[config.mk]
export PLATFORM = sky130hd
export DESIGN_NAME = ram_access_arbiter
export DESIGN_NICKNAME = d
export VERILOG_FILES = /design/src/rtl/ram_access_arbiter.sv
export SDC_FILE = /design/constraint.sdc
export NUM_CORES = 1
export LEC_CHECK = 0
export ABC_AREA = 0
export BUFFER_PORTS_ARGS = -buffer_cell sky130_fd_sc_hd__buf_2
export CAP_MARGIN = 10
export CORE_MARGIN = 2
export CORE_UTILIZATION = 39
export CTS_BUF_LIST = sky130_fd_sc_hd__clkbuf_4
export DETAILED_ROUTE_END_ITERATION = 10
export MAX_ROUTING_LAYER = met4
export PLACE_DENSITY = 0.82
export SLEW_MARGIN = 20
export SYNTH_ARGS = -nofsm -noshare
export SYNTH_HDL_FRONTEND = slang
export SYNTH_SLANG_ARGS = --single-unit
[constraint.sdc]
create_clock -name clk -period 2.2 [get_ports clk]
set_clock_uncertainty 0.1 [all_clocks]
set_input_delay 0.33 -clock clk [delete_from_list [all_inputs] [get_ports clk]]
set_output_delay 0.33 -clock clk [all_outputs]
set_load 0.02 [all_outputs]
[src/rtl/ram_access_arbiter.sv]
// ram_access_arbiter
//   Front-end for a single-clock sync RAM (one write port, one registered
//   read port with 1-cycle latency). Shares the read port between rd0
//   (display scan) and rd1 (host) and arbitrates the write port between
//   host writes and a clear engine that fills addresses 0..CLEAR_DEPTH-1
//   with FILL_VALUE.
//
//   Optional build macro ARB_FIXED_PRIO_EN: rd0 always wins read ties and
//   the round-robin pointer is removed. Default build is round-robin.
//
//   Handshake semantics: a requester raises rdX_req/wr_req with its
//   address/data and holds all of them stable until the matching
//   rdX_gnt/wr_ack is seen high in the same cycle; that cycle is the
//   transfer. Read data returns on rdX_valid exactly one cycle after the
//   grant and is only meaningful while rdX_valid is high.
module ram_access_arbiter #(
    parameter int                    ADDR_WIDTH  = 13,
    parameter int                    DATA_WIDTH  = 7,
    parameter int                    CLEAR_DEPTH = 2 ** ADDR_WIDTH,
    parameter logic [DATA_WIDTH-1:0] FILL_VALUE  = '0
) (
    input  logic                  clk,
    input  logic                  rst_n,
    // clear engine
    input  logic                  clr_start,
    output logic                  clr_busy,
    output logic                  clr_done,
    // host write
    input  logic                  wr_req,
    input  logic [ADDR_WIDTH-1:0] wr_addr,
    input  logic [DATA_WIDTH-1:0] wr_data,
    output logic                  wr_ack,
    // read requesters
    input  logic                  rd0_req,
    input  logic [ADDR_WIDTH-1:0] rd0_addr,
    output logic                  rd0_gnt,
    output logic                  rd0_valid,
    output logic [DATA_WIDTH-1:0] rd0_data,
    input  logic                  rd1_req,
    input  logic [ADDR_WIDTH-1:0] rd1_addr,
    output logic                  rd1_gnt,
    output logic                  rd1_valid,
    output logic [DATA_WIDTH-1:0] rd1_data,
    // RAM side
    output logic                  ram_we,
    output logic [ADDR_WIDTH-1:0] ram_addr_w,
    output logic [DATA_WIDTH-1:0] ram_din,
    output logic [ADDR_WIDTH-1:0] ram_addr_r,
    input  logic [DATA_WIDTH-1:0] ram_dout,
    // debug: current write FSM state (0 = IDLE, 1 = CLEAR)
    output logic                  dbg_wr_state
);

    typedef enum logic {
        S_IDLE  = 1'b0,
        S_CLEAR = 1'b1
    } wr_state_t;

    // One extra bit so a clear of 2**ADDR_WIDTH words reaches its last index
    // without the counter wrapping.
    localparam logic [ADDR_WIDTH:0] CLR_LAST = (ADDR_WIDTH + 1)'(CLEAR_DEPTH - 1);

    wr_state_t             state_q;
    wr_state_t             state_d;
    logic [ADDR_WIDTH:0]   clr_cnt_q;
    logic                  clr_done_q;
    logic                  rd0_valid_q;
    logic                  rd1_valid_q;
    logic                  clr_last;

    assign clr_last = (state_q == S_CLEAR) && (clr_cnt_q == CLR_LAST);

    // ------------------------------------------------------------------
    // Read arbitration
    // ------------------------------------------------------------------
`ifdef ARB_FIXED_PRIO_EN
    // Fixed priority: rd0 wins every tie, rd1 only when rd0 is idle.
    always_comb begin
        rd0_gnt = rd0_req;
        rd1_gnt = rd1_req && !rd0_req;
    end
`else
    logic last_rd1_q;  // 1 when rd1 received the most recent grant

    // Round-robin: on a tie the requester not granted last wins.
    always_comb begin
        rd0_gnt = rd0_req && (!rd1_req || last_rd1_q);
        rd1_gnt = rd1_req && (!rd0_req || !last_rd1_q);
    end

    // Pointer moves only when someone is granted; reset favours rd0 first.
    always_ff @(posedge clk or negedge rst_n) begin
        if (!rst_n) begin
            last_rd1_q <= 1'b1;
        end else if (rd0_gnt) begin
            last_rd1_q <= 1'b0;
        end else if (rd1_gnt) begin
            last_rd1_q <= 1'b1;
        end
    end
`endif

    // Granted address steers the read port; rd0_addr when nobody is granted.
    always_comb begin
        ram_addr_r = rd1_gnt ? rd1_addr : rd0_addr;
    end

    // Valid follows the grant by one cycle, matching the RAM read latency.
    always_ff @(posedge clk or negedge rst_n) begin
        if (!rst_n) begin
            rd0_valid_q <= 1'b0;
            rd1_valid_q <= 1'b0;
        end else begin
            rd0_valid_q <= rd0_gnt;
            rd1_valid_q <= rd1_gnt;
        end
    end

    assign rd0_valid = rd0_valid_q;
    assign rd1_valid = rd1_valid_q;
    assign rd0_data  = ram_dout;
    assign rd1_data  = ram_dout;

    // ------------------------------------------------------------------
    // Write FSM: IDLE serves host writes, CLEAR walks the fill counter
    // ------------------------------------------------------------------

    // State register.
    always_ff @(posedge clk or negedge rst_n) begin
        if (!rst_n) begin
            state_q <= S_IDLE;
        end else begin
            state_q <= state_d;
        end
    end

    // Next-state: clr_start only matters in IDLE; CLEAR ends after the last index.
    always_comb begin
        state_d = state_q;
        case (state_q)
            S_IDLE:  if (clr_start) state_d = S_CLEAR;
            S_CLEAR: if (clr_last)  state_d = S_IDLE;
            default: state_d = S_IDLE;
        endcase
    end

    // Outputs: host owns the write port in IDLE, the clear engine in CLEAR.
    always_comb begin
        ram_we     = 1'b0;
        ram_addr_w = wr_addr;
        ram_din    = wr_data;
        wr_ack     = 1'b0;
        case (state_q)
            S_IDLE: begin
                ram_we = wr_req;
                wr_ack = wr_req;
            end
            S_CLEAR: begin
                ram_we     = 1'b1;
                ram_addr_w = clr_cnt_q[ADDR_WIDTH-1:0];
                ram_din    = FILL_VALUE;
            end
            default: begin
                ram_we = 1'b0;
            end
        endcase
    end

    // Clear address counter: held at zero outside CLEAR so each clear starts at 0.
    always_ff @(posedge clk or negedge rst_n) begin
        if (!rst_n) begin
            clr_cnt_q <= '0;
        end else if (state_q == S_CLEAR) begin
            clr_cnt_q <= clr_cnt_q + 1'b1;
        end else begin
            clr_cnt_q <= '0;
        end
    end

    // Done pulse in the cycle after the final clear write.
    always_ff @(posedge clk or negedge rst_n) begin
        if (!rst_n) begin
            clr_done_q <= 1'b0;
        end else begin
            clr_done_q <= clr_last;
        end
    end

    assign clr_busy     = (state_q == S_CLEAR);
    assign clr_done     = clr_done_q;
    assign dbg_wr_state = state_q;

endmodule

## After elaboration in Yosys (flattened, before gate mapping)

Index checks and enable logic that the tools add are counted.

- Register bits after elaboration: 19
- Word-level logic and storage cells: 29

- Add/sub/neg operators: 1
- Equality and inequality tests: 1
- Mux-type cells: 11
- Bitwise operators: 1
- Reduce and logical (&&, ||, !) cells: 9

Operator list:

| operator | count |
|---|---|
| 13-bit two-way mux | 2 |
| 14-bit by 1-bit adder with 14-bit output (second input constant) | 1 |
| 14-bit by 13-bit == test with 1-bit output (second input constant) | 1 |
| 14-bit two-way mux | 1 |
| 7-bit two-way mux | 1 |
| 1-bit two-way mux | 5 |
| 1-bit case mux with 2 select lines | 2 |
| 1-bit logical AND | 3 |
| 1-bit zero test | 3 |
| 1-bit logical OR | 2 |
| 2-bit nonzero test | 1 |
| 1-bit inverter | 1 |

## Depth between registers and ports, before layout

Gate-level depths: netlist of the first run.

- Depth after elaboration: 5
- Gate-level depth with buffers: 4
- Depth with buffers taken out: 4

## Worst setup path after synthesis of the first run

Ideal clock, no wire load.

- Path type: flip-flop to output port
- Start: register last_rd1_q
- End: output port ram_addr_r[10]
- Arrival time: 1.407 ns
- Data required time: 1.770 ns
- Slack: 0.363 ns
- Stages on the path, launching flop included: 4
- Buffers on the path: 1
- Cells stage by stage: dfstp_2 -> a21boi_1 -> buf_2 -> mux2_2

- Longest elaborated chain between the ends: 4

Ends and longest elaborated chain:

| item | RTL line | source |
|---|---|---|
| from (decl) | 83 | `logic last_rd1_q;` |
| from (signal assigned) | 94 | `last_rd1_q <= 1'b1;` |
| from (signal assigned) | 96 | `last_rd1_q <= 1'b0;` |
| from (signal assigned) | 98 | `last_rd1_q <= 1'b1;` |
| 1-bit zero test | 88 | `rd1_gnt = rd1_req && (!rd0_req \|\| !last_rd1_q);` |
| 1-bit logical OR | 88 |  |
| 1-bit logical AND | 88 |  |
| via rd1_gnt | 41 | `output logic rd1_gnt,` |
| 13-bit two-way mux | 105 | `ram_addr_r = rd1_gnt ? rd1_addr : rd0_addr;` |
| to (decl) | 48 | `output logic [ADDR_WIDTH-1:0] ram_addr_r,` |

The timed path passes the listed nets, and every way through them passes these cells.

## Worst setup path after layout of the first run

- Start: register state_q (netlist: clr_busy)
- End: output port ram_we

- Longest elaborated chain between the ends: 2

Ends and longest elaborated chain:

| item | RTL line | source |
|---|---|---|
| from (decl) | 63 | `wr_state_t state_q;` |
| from (signal assigned) | 133 | `state_q <= state_d;` |
| 1-bit inverter | - |  |
| 1-bit case mux with 2 select lines (*) | 153 | `case (state_q)` |
| to (decl) | 45 | `output logic ram_we,` |

Mark *: on every way between the ends. The rest lies on a longest branch, timed or not.

==> results.txt, run 1 <==
Vias in the first global route -> 1,217
Synth top area share -> 0.339
Crit path time final -> 2.03 ns
DR top layer -> met4
Final-report hold violation count -> 0
Slowest CP cell -> dfrtp_1
Crit. End Element -> output port
Core Util, Final -> 0.538
Slew Viols, Final -> 0
Finished Layout Cells -> 268
Hold/Removal Path Class -> in -> reg
DP Worst Slack -> 0.450 ns
TritonCTS clock tree -> done
PD cells -> 667 nW/um2
Die Width -> 62.3 um
Crit path from -> clr_busy$_DFF_PN0_
GP Congestion -> 0.727
Port bufs -> 93
Area growth syn-to-layout -> 34.2%
Status -> complete, no violations
Routed wl met2 -> 1.68 mm
RR Endpoint -> clr_cnt_q[10]$_DFF_PN0_
CP Launch Type -> flip-flop
Sequential fraction of the synthesis area -> 0.359
Cell with the most instances after synthesis -> mux2_2
Crit share post-route -> 0.921
Area leader, netlist -> dfrtp_1
WL met3 -> 210 um
Initial Util -> 0.401
Worst setup margin -> 0.175 ns
Syn Std Cell Area -> 1330 um2
Clk sink count -> 19
CP Capture Point -> ram_we
Slew HR -> 0.654
Vias -> 1,269
Post-DP HPWL -> 2.52 mm
Static Leakage -> 0.928 nW
Initial antenna violation count -> 0
Placement row count -> 21
Top FF cell, synth -> dfrtp_1
Clock Latency Late Sink -> 0.29 ns
Reg2Reg Setup Slack -> 0.46 ns
Final wirelength -> 3.05 mm
DIE AREA -> 3890 um2
Synth async-reset ratio -> 1.00
Gr usage total -> 0.163
Number of synthesized flops with an enable pin -> 0
Critical Path RT -> 1.77 ns
Post-synth top cells -> mux2_2, dfrtp_1, buf_4
RSZ-0062 raised after global routing -> no
Max_cap viols -> 0
Final setup viols -> 0
Seq cells post-synth -> 19
Post-layout nets -> 283
Clock slew at reported path FFs -> 0.10 ns
Mapped Avg Cell Area -> 9.48 um2
RR Startpoint -> clr_cnt_q[0]$_DFF_PN0_
Drt drc -> 0
Die Span Y -> 62.3 um
Core ar. -> 3310 um2
Critical path class -> reg -> out
Antenna Nets Post-Route -> 0
Worst-margin pin slew -> 0.520 ns
Num CTS Buffers -> 3
Syn. warnings -> 0
Post-DR vias/cell -> 4.74
Critical Path, Cell by Cell -> buf_4, or2_2, buf_2
CP max FO -> 15
CP max stage delay -> 0.58 ns
First-pass GRT wire length -> 5.05 mm
Crit path arrival time -> 1.60 ns
Share of cells above drive strength 1 -> 0.577
Max VDD drop -> 288 uV
Yosys cell types -> 31
Max Freq -> 0.494 GHz
WL met1 -> 1.15 mm
Largest cells by area after synthesis -> dfrtp_1, mux2_2, buf_4
Clock tree buffer depth -> 2
DRT Pass-1 Iters -> 4
I/O Pins -> 115
Synth Net Count -> 200
Detailed Route Iter0 Violations -> 11
Routed WL per cell -> 11.4 um
Antenna Cells -> 0
Tot Pwr -> 1.19 mW
Postcts setup bufs -> 0
Setup TNS Final -> 0 ns
Largest net degree at the start of global routing -> 20
CTS Root Cell -> clkbuf_4
Syn Inst Count -> 140
Dpl cells -> 263
Total grt overflow -> 0
H-tree lvl count -> 1
Worst r2r path cells -> 4
## worst min-delay path by stage
stage	startpoint	slack, ns	depth (start not counted)	end
6_report	rd0_req	0.11	2	last_rd1_q$_DFFE_PN1P_
5_1_grt	rd0_req	0.1	2	last_rd1_q$_DFFE_PN1P_
3_5_place_dp	rst_n	0.20	1	clr_cnt_q[12]$_DFF_PN0_
4_1_cts	rd0_req	0.11	2	last_rd1_q$_DFFE_PN1P_
2_1_floorplan	rst_n	-0.07	0	clr_busy$_DFF_PN0_
3_3_place_gp	rst_n	0.19	1	rd0_valid$_DFF_PN0_
## logic make-up (layout without fill, tap and decap cells)
kind of cell             count (synthesis)  after routing  share of synthesized area
flip-flops                              19             19                      0.359
buffers and inverters                   28            110                      0.123
AO/OA/AOI/OAI                           18             18                     0.0754
multiplexers                            26             26                      0.218
XOR/XNOR                                 3              3                     0.0198
AND/OR/NAND/NOR                         45             45                      0.196
adder cells (fa/ha/maj)                  1              1                    0.00942
## what timing repair did
item                      CTS  global route
hold buffers                1             0
gates resized for setup     0             0
hold endpoints to repair   18             0
## worst max-delay path, delay by kind of cell, from the launching register on
family | cells | cell delay [ns]
flip-flops | 1 | 0.58
AND/OR/NAND/NOR | 1 | 0.29
buffers and inverters | 2 | 0.44
## metrics by stage
stage | area (um2) | hold slack [ns]
floorplan | 1330 | -0.0656
global placement | 1740 | 0.194
detailed placement | 1740 | 0.197
CTS | 1780 | 0.105
global route | 1780 | 0.0961
finish | 1780 | 0.114
## layout by cell type (no fill, tap or decap), types with 4 or more instances in the layout
cell type,count
nor2_1,6
dfrtp_1,18
mux2_2,23
nand2_1,9
nand3_1,4
nor2b_1,8
o21ai_0,7
buf_2,93
inv_1,8
a21oi_1,7
## state kept, by name (all words and copies together), names as in the netlist
register,cells
rd1_valid,1
clr_done,1
clr_cnt_q,14
rd0_valid,1
clr_busy,1
last_rd1_q,1
## per-layer routing
| layer | GRT usage | vias up |
|---|---|---|
| met3 | 0.0362 | 2 |
| met2 | 0.307 | 54 |
| met5 | - | - |
| met1 | 0.170 | 580 |
| li1 | - | 633 |
| met4 | 0.0472 | 0 |
## report_power, final
group	internal (mW)	total [mW]	switching, mW
Combinational	0.230	0.504	0.274
Sequential	0.418	0.508	0.0901
Clock	0.0676	0.175	0.108
## cell type report
class                   instances  area (um2)
fillers                       337        1530
repair buffers                 97         498
clock inverters                 1        5.00
flip-flops and latches         19         477
multi-input cells              93         688
well taps                      46        57.6
inverters                       9        33.8
clock buffers                   3        22.5
Note: power is estimated with default switching activity, not from simulation.
==> run 2: changes to the inputs <==
--- a/constraint.sdc
+++ b/constraint.sdc
@@ -4,2 +4,2 @@
 set_output_delay 0.33 -clock clk [all_outputs]
-set_load 0.02 [all_outputs]
+set_load 0.01 [all_outputs]
==> results.txt, run 2 (synthesized netlist as in run 1, its figures left out) <==
Status -> complete, no violations
Post-DP HPWL -> 2.44 mm (-3.4%)
Max Freq -> 0.514 GHz (+4.0%)
DP Worst Slack -> 0.491 ns (+0.0407 ns)
GP Congestion -> 0.719 (-1.1%)
RR Startpoint -> clr_cnt_q[0]$_DFF_PN0_
Worst r2r path cells -> 4 (unchanged)
Max reg flops -> 14 (unchanged)
Critical Path, Cell by Cell -> a21boi_1, buf_4, mux2_2, buf_2
Static Leakage -> 0.931 nW (+0.33%)
Postcts setup bufs -> 0 (unchanged)
Vias -> 1,293 (+1.9%)
Antenna Cells -> 0 (unchanged)
CP Launch Type -> flip-flop
Detailed Route Iter0 Violations -> 9 (-2)
RSZ-0062 raised after global routing -> no
CP max FO -> 15 (unchanged)
First-pass GRT wire length -> 4.77 mm (-5.6%)
Slew HR -> 0.715 (+0.0615)
Most flops, register -> clr_cnt_q
Final wirelength -> 2.92 mm (-4.4%)
Largest net degree at the start of global routing -> 30 (+50%)
Post-layout nets -> 282 (-0.35%)
Hold EP -> last_rd1_q$_DFFE_PN1P_
Area growth syn-to-layout -> 34.8%
TritonCTS clock tree -> done
Antenna Nets Post-Route -> 0 (unchanged)
Final setup viols -> 0 (unchanged)
Die Width -> 62.3 um (unchanged)
Initial antenna violation count -> 0 (unchanged)
H-tree lvl count -> 1 (unchanged)
Initial Util -> 0.401 (unchanged)
Worst-margin pin slew -> 0.427 ns (-0.0922 ns)
Slew Viols, Final -> 0 (unchanged)
Post-DR vias/cell -> 4.84 (+2.3%)
Worst hold start -> rd0_req
Critical Path RT -> 1.77 ns (about the same)
Clock Latency Late Sink -> 0.29 ns (about the same)
CTS Root Cell -> clkbuf_4
Slowest CP cell -> dfstp_2
Total grt overflow -> 0 (unchanged)
Crit share post-route -> 0.885 (-0.0357)
DRT Pass-1 Iters -> 4 (unchanged)
Core ar. -> 3310 um2 (unchanged)
Most common cell after layout, fill and taps aside -> buf_2
Crit path arrival time -> 1.52 ns (-0.08 ns)
Worst setup margin -> 0.253 ns (+0.0785 ns)
Drt drc -> 0 (unchanged)
PD cells -> 628 nW/um2 (-5.9%)
Core Util, Final -> 0.540 (+0.00227)
Clock tree buffer depth -> 2 (unchanged)
Hold/Removal Path Class -> in -> reg
Routed WL per cell -> 10.9 um (-4.0%)
DIE AREA -> 3890 um2 (unchanged)
Critical path class -> reg -> out
Die Span Y -> 62.3 um (unchanged)
Gr usage total -> 0.153 (-0.0107)
CP max stage delay -> 0.39 ns (-0.19 ns)
Crit. End Element -> output port
Num CTS Buffers -> 3 (unchanged)
I/O Pins -> 115 (unchanged)
Clk sink count -> 19 (unchanged)
Max VDD drop -> 301 uV (+4.4%)
Reg2Reg Setup Slack -> 0.47 ns (about the same)
Hold Path Depth -> 2 (unchanged)
Port bufs -> 93 (unchanged)
Clock slew at reported path FFs -> 0.11 ns (about the same)
Commonest non-fill, non-tap cells in the layout -> buf_2, mux2_2, dfrtp_1, nand2_1
Share of cells above drive strength 1 -> 0.575 (-0.00192)
Final-report hold violation count -> 0 (unchanged)
RR Endpoint -> clr_cnt_q[10]$_DFF_PN0_
Vias in the first global route -> 1,167 (-4.1%)
Setup TNS Final -> 0 ns (unchanged)
Crit path time final -> 1.95 ns (-0.0785 ns)
Placement row count -> 21 (unchanged)
Max_cap viols -> 0 (unchanged)
[run 2: cell types whose count changed in the layout (fill, tap and decap cells not counted)]
cell	delta
buf_12	+1
buf_4	-2
clkbuf_4	+1
clkinv_2	-1
[run 2: power breakdown]
part | internal [mW] | total, mW | switching, mW
Combinational | 0.229 | 0.428 | 0.200
Clock | 0.0826 | 0.187 | 0.105
Sequential | 0.418 | 0.507 | 0.0890
[run 2: area by class of cell]
type | count | area (um2)
clock buffer | 4 | 30.0
fill | 327 | 1520
inverter | 9 | 33.8
multi-input combinational | 93 | 688
sequential | 19 | 477
tap | 46 | 57.6
timing repair buffer | 96 | 503
[run 2: routing by layer]
| layer | wire, um | share of wire | track usage |
|---|---|---|---|
| met1 | 1080 | 0.37 | 0.160 |
| met2 | 1580 | 0.54 | 0.298 |
| met4 | 12 | 0.0041 | 0.0250 |
| met3 | 239 | 0.082 | 0.0308 |
| met5 | 0 | 0 | - |
[run 2: what timing repair did]
| action | in CTS | in global routing |
|---|---|---|
| hold endpoints to repair | 18 | 0 |
| resized for setup | 0 | 0 |
| hold buffers | 1 | 0 |
[run 2: critical path, delay by kind of cell (launching register included)]
kind,cells,cell delay [ns]
flip-flops,1,0.39
multiplexers,1,0.35
buffers and inverters,2,0.36
AO/OA/AOI/OAI,1,0.13
[run 2: how the worst max path moves through the flow]
stage | startpoint | end | depth (start not counted)
after floorplan | last_rd1_q$_DFFE_PN1P_ | ram_addr_r[10] | 3
after global placement | rd1_req | ram_addr_r[0] | 5
after detailed placement | rd0_req | ram_addr_r[4] | 5
after CTS | last_rd1_q$_DFFE_PN1P_ | ram_addr_r[4] | 4
after global routing | last_rd1_q$_DFFE_PN1P_ | ram_addr_r[4] | 4
final | last_rd1_q$_DFFE_PN1P_ | ram_addr_r[4] | 4
[run 2: per-stage QoR]
stage / power (mW) / area, um2 / std cells / hold WS [ns]
after CTS: 1.14 / 1790 / 267 / 0.129
after floorplan: 0.798 / 1330 / 140 / -0.0656
final: 1.12 / 1790 / 267 / 0.126
after global placement: 0.936 / 1750 / 262 / 0.192
after global routing: 1.21 / 1790 / 267 / 0.138
after detailed placement: 0.951 / 1750 / 262 / 0.195
==> run 3: changes to the inputs <==
Settings changed: CORE_ASPECT_RATIO from default to 0.75, CORE_MARGIN 2 to 3, CORE_UTILIZATION 39 to 42, PLACE_DENSITY 0.82 to 0.88.
Clock period 2.2 ns to 2.3 ns, I/O delays scaled along.
==> results.txt, run 3 (synthesized netlist as in run 1, its figures left out) <==
Status -> complete, no violations
Routed WL per cell -> 12.1 um (+11%)
Filler Cell Count -> 271 (-17%)
Antenna Nets Post-Route -> 0 (unchanged)
Initial antenna violation count -> 0 (unchanged)
Finished Layout Cells -> 260 (-2.6%)
Slew Viols, Final -> 0 (unchanged)
Die Span Y -> 54.7 um (-12%)
Worst-margin pin slew -> 0.416 ns (-0.0112 ns)
Post-DR vias/cell -> 4.72 (-2.6%)
Crit. End Element -> output port
Detailed Route Iter0 Violations -> 54 (+45)
Tot Pwr -> 1.07 mW (-4.3%)
Critical Path, Cell by Cell -> a21boi_1, buf_4, mux2_2, buf_2
Share of cells above drive strength 1 -> 0.577 (+0.00192)
Area growth syn-to-layout -> 33.6%
Drt drc -> 0 (unchanged)
Vias -> 1,226 (-5.2%)
DP Area -> 1730 um2 (-0.86%)
I/O Pins -> 115 (unchanged)
Gr usage total -> 0.156 (+0.00368)
Final setup viols -> 0 (unchanged)
Critical path class -> reg -> out
Family with the most delay on the worst path -> flip-flops
Max Freq -> 0.508 GHz
Setup TNS Final -> 0 ns (unchanged)
Combinational cell fraction of total power -> 0.386 (+0.005)
Most flops, register -> clr_cnt_q
Post-DP HPWL -> 2.59 mm (+6.3%)
CTS Root Cell -> clkbuf_4
Post_cts resized -> 0 (unchanged)
Switching portion of total power -> 0.350 (about the same)
Crit path time final -> 1.97 ns
Hold Path Depth -> 2 (unchanged)
Seq pwr share -> 0.453 (about the same)
GP Congestion -> 0.743 (+3.3%)
Max reg flops -> 14 (unchanged)
CP Launch Type -> flip-flop
Port bufs -> 93 (unchanged)
Antenna Cells -> 0 (unchanged)
Clock slew at reported path FFs -> 0.10 ns (about the same)
DIE AREA -> 3880 um2 (-0.20%)
Core ar. -> 2980 um2 (-10%)
Vias in the first global route -> 982 (-16%)
Static Leakage -> 0.929 nW (-0.25%)
Clk sink count -> 19 (unchanged)
Post-route cell area -> 1770 um2 (-0.84%)
Final wirelength -> 3.14 mm (+7.6%)
Clock Power Share -> 0.161 (-0.006)
Buf+Inv Stages, Crit Path -> 2 (unchanged)
Clock tree buffer depth -> 2 (unchanged)
Dpl cells -> 255 (-2.7%)
H-tree lvl count -> 1 (unchanged)
Hold/Removal Path Class -> in -> reg
Post-layout nets -> 283 (+0.35%)
Crit path arrival time -> 1.52 ns (about the same)
CP max stage delay -> 0.38 ns (about the same)
Num CTS Buffers -> 3 (unchanged)
Placement row count -> 17 (-19%)
PD cells -> 606 nW/um2 (-3.5%)
First-pass GRT wire length -> 4.52 mm (-5.2%)
Crit share post-route -> 0.855
TritonCTS clock tree -> done
Critical Path RT -> 1.86 ns (+0.09 ns)
Worst r2r path cells -> 4 (unchanged)
Slowest CP cell -> dfstp_2
Total grt overflow -> 0 (unchanged)
DRT Pass-1 Iters -> 4 (unchanged)
Net switching power -> 376 uW (-4.3%)
Clock Latency Late Sink -> 0.29 ns (about the same)
RSZ-0062 raised after global routing -> no
Most common cell after layout, fill and taps aside -> buf_2
Core Util, Final -> 0.596 (+0.0554)
Crit path depth -> 4 (unchanged)
Max_cap viols -> 0 (unchanged)
Largest net degree at the start of global routing -> 21 (-30%)
Slew HR -> 0.723 (+0.00748)
Die Width -> 70.9 um (+14%)
Max VDD drop -> 336 uV (+12%)
Initial Util -> 0.446 (+0.0448)
Commonest non-fill, non-tap cells in the layout -> buf_2, mux2_2, dfrtp_1, nand2_1
CP max FO -> 15 (unchanged)
Pint -> 698 uW (-4.3%)
Final-report hold violation count -> 0 (unchanged)
run 3: routing by layer:
metal	share of wire	vias to the layer above	track usage	wire, um
met5	0	-	-	0
met4	0.0048	0	0.0406	15
met3	0.049	2	0.0459	155
met2	0.50	25	0.228	1580
met1	0.44	563	0.213	1390
li1	-	636	-	-
run 3: metrics by stage:
stage          hold slack (ns)  worst slack (ns)
2_1_floorplan          -0.0506             0.515
3_3_place_gp             0.198             0.568
3_5_place_dp             0.204             0.540
4_1_cts                  0.130             0.316
5_1_grt                  0.128             0.244
6_report                 0.134             0.333
run 3: power by group through the flow:
| stage | registers, mW | clock network [mW] | logic [mW] |
|---|---|---|---|
| finish | 0.487 | 0.173 | 0.415 |
| global route | 0.504 | 0.194 | 0.466 |
| CTS | 0.488 | 0.181 | 0.420 |
| detailed placement | 0.494 | 0 | 0.416 |
| global placement | 0.490 | 0 | 0.406 |
| floorplan | 0.474 | 0 | 0.290 |
run 3: path summary, 6_finish.rpt:
path                                   startpoint                 endpoint  slack, ns
min in group asynchronous                   rst_n      rd1_valid$_DFF_PN0_       0.41
setup / recovery           last_rd1_q$_DFFE_PN1P_            ram_addr_r[3]       0.33
setup reg to reg           clr_cnt_q[0]$_DFF_PN0_  clr_cnt_q[10]$_DFF_PN0_       0.52
hold / removal                            rd0_req   last_rd1_q$_DFFE_PN1P_       0.13
hold reg to reg            last_rd1_q$_DFFE_PN1P_   last_rd1_q$_DFFE_PN1P_       0.41
max in group asynchronous                   rst_n   last_rd1_q$_DFFE_PN1P_       1.36
run 3: repair_timing:
| action | 4_1_cts | 5_1_grt |
|---|---|---|
| buffers inserted | 0 | 0 |
| hold endpoints to repair | 18 | 0 |
| hold buffers | 1 | 0 |
run 3: layout make-up:
type,count,area [um2],area share
inverter,9,33.8,0.0190
tap,38,47.5,0.0268
multi-input combinational,93,688,0.388
timing repair buffer,97,498,0.281
sequential,19,477,0.269
clock buffer,4,30.0,0.0169
run 3: worst register-to-register path, cell delays in order, from the launching register on:
cell,delay [ns]
dfrtp_1,0.44
ha_1,0.27
nand4_2,0.23
or4_1,0.51
a21oi_1,0.16
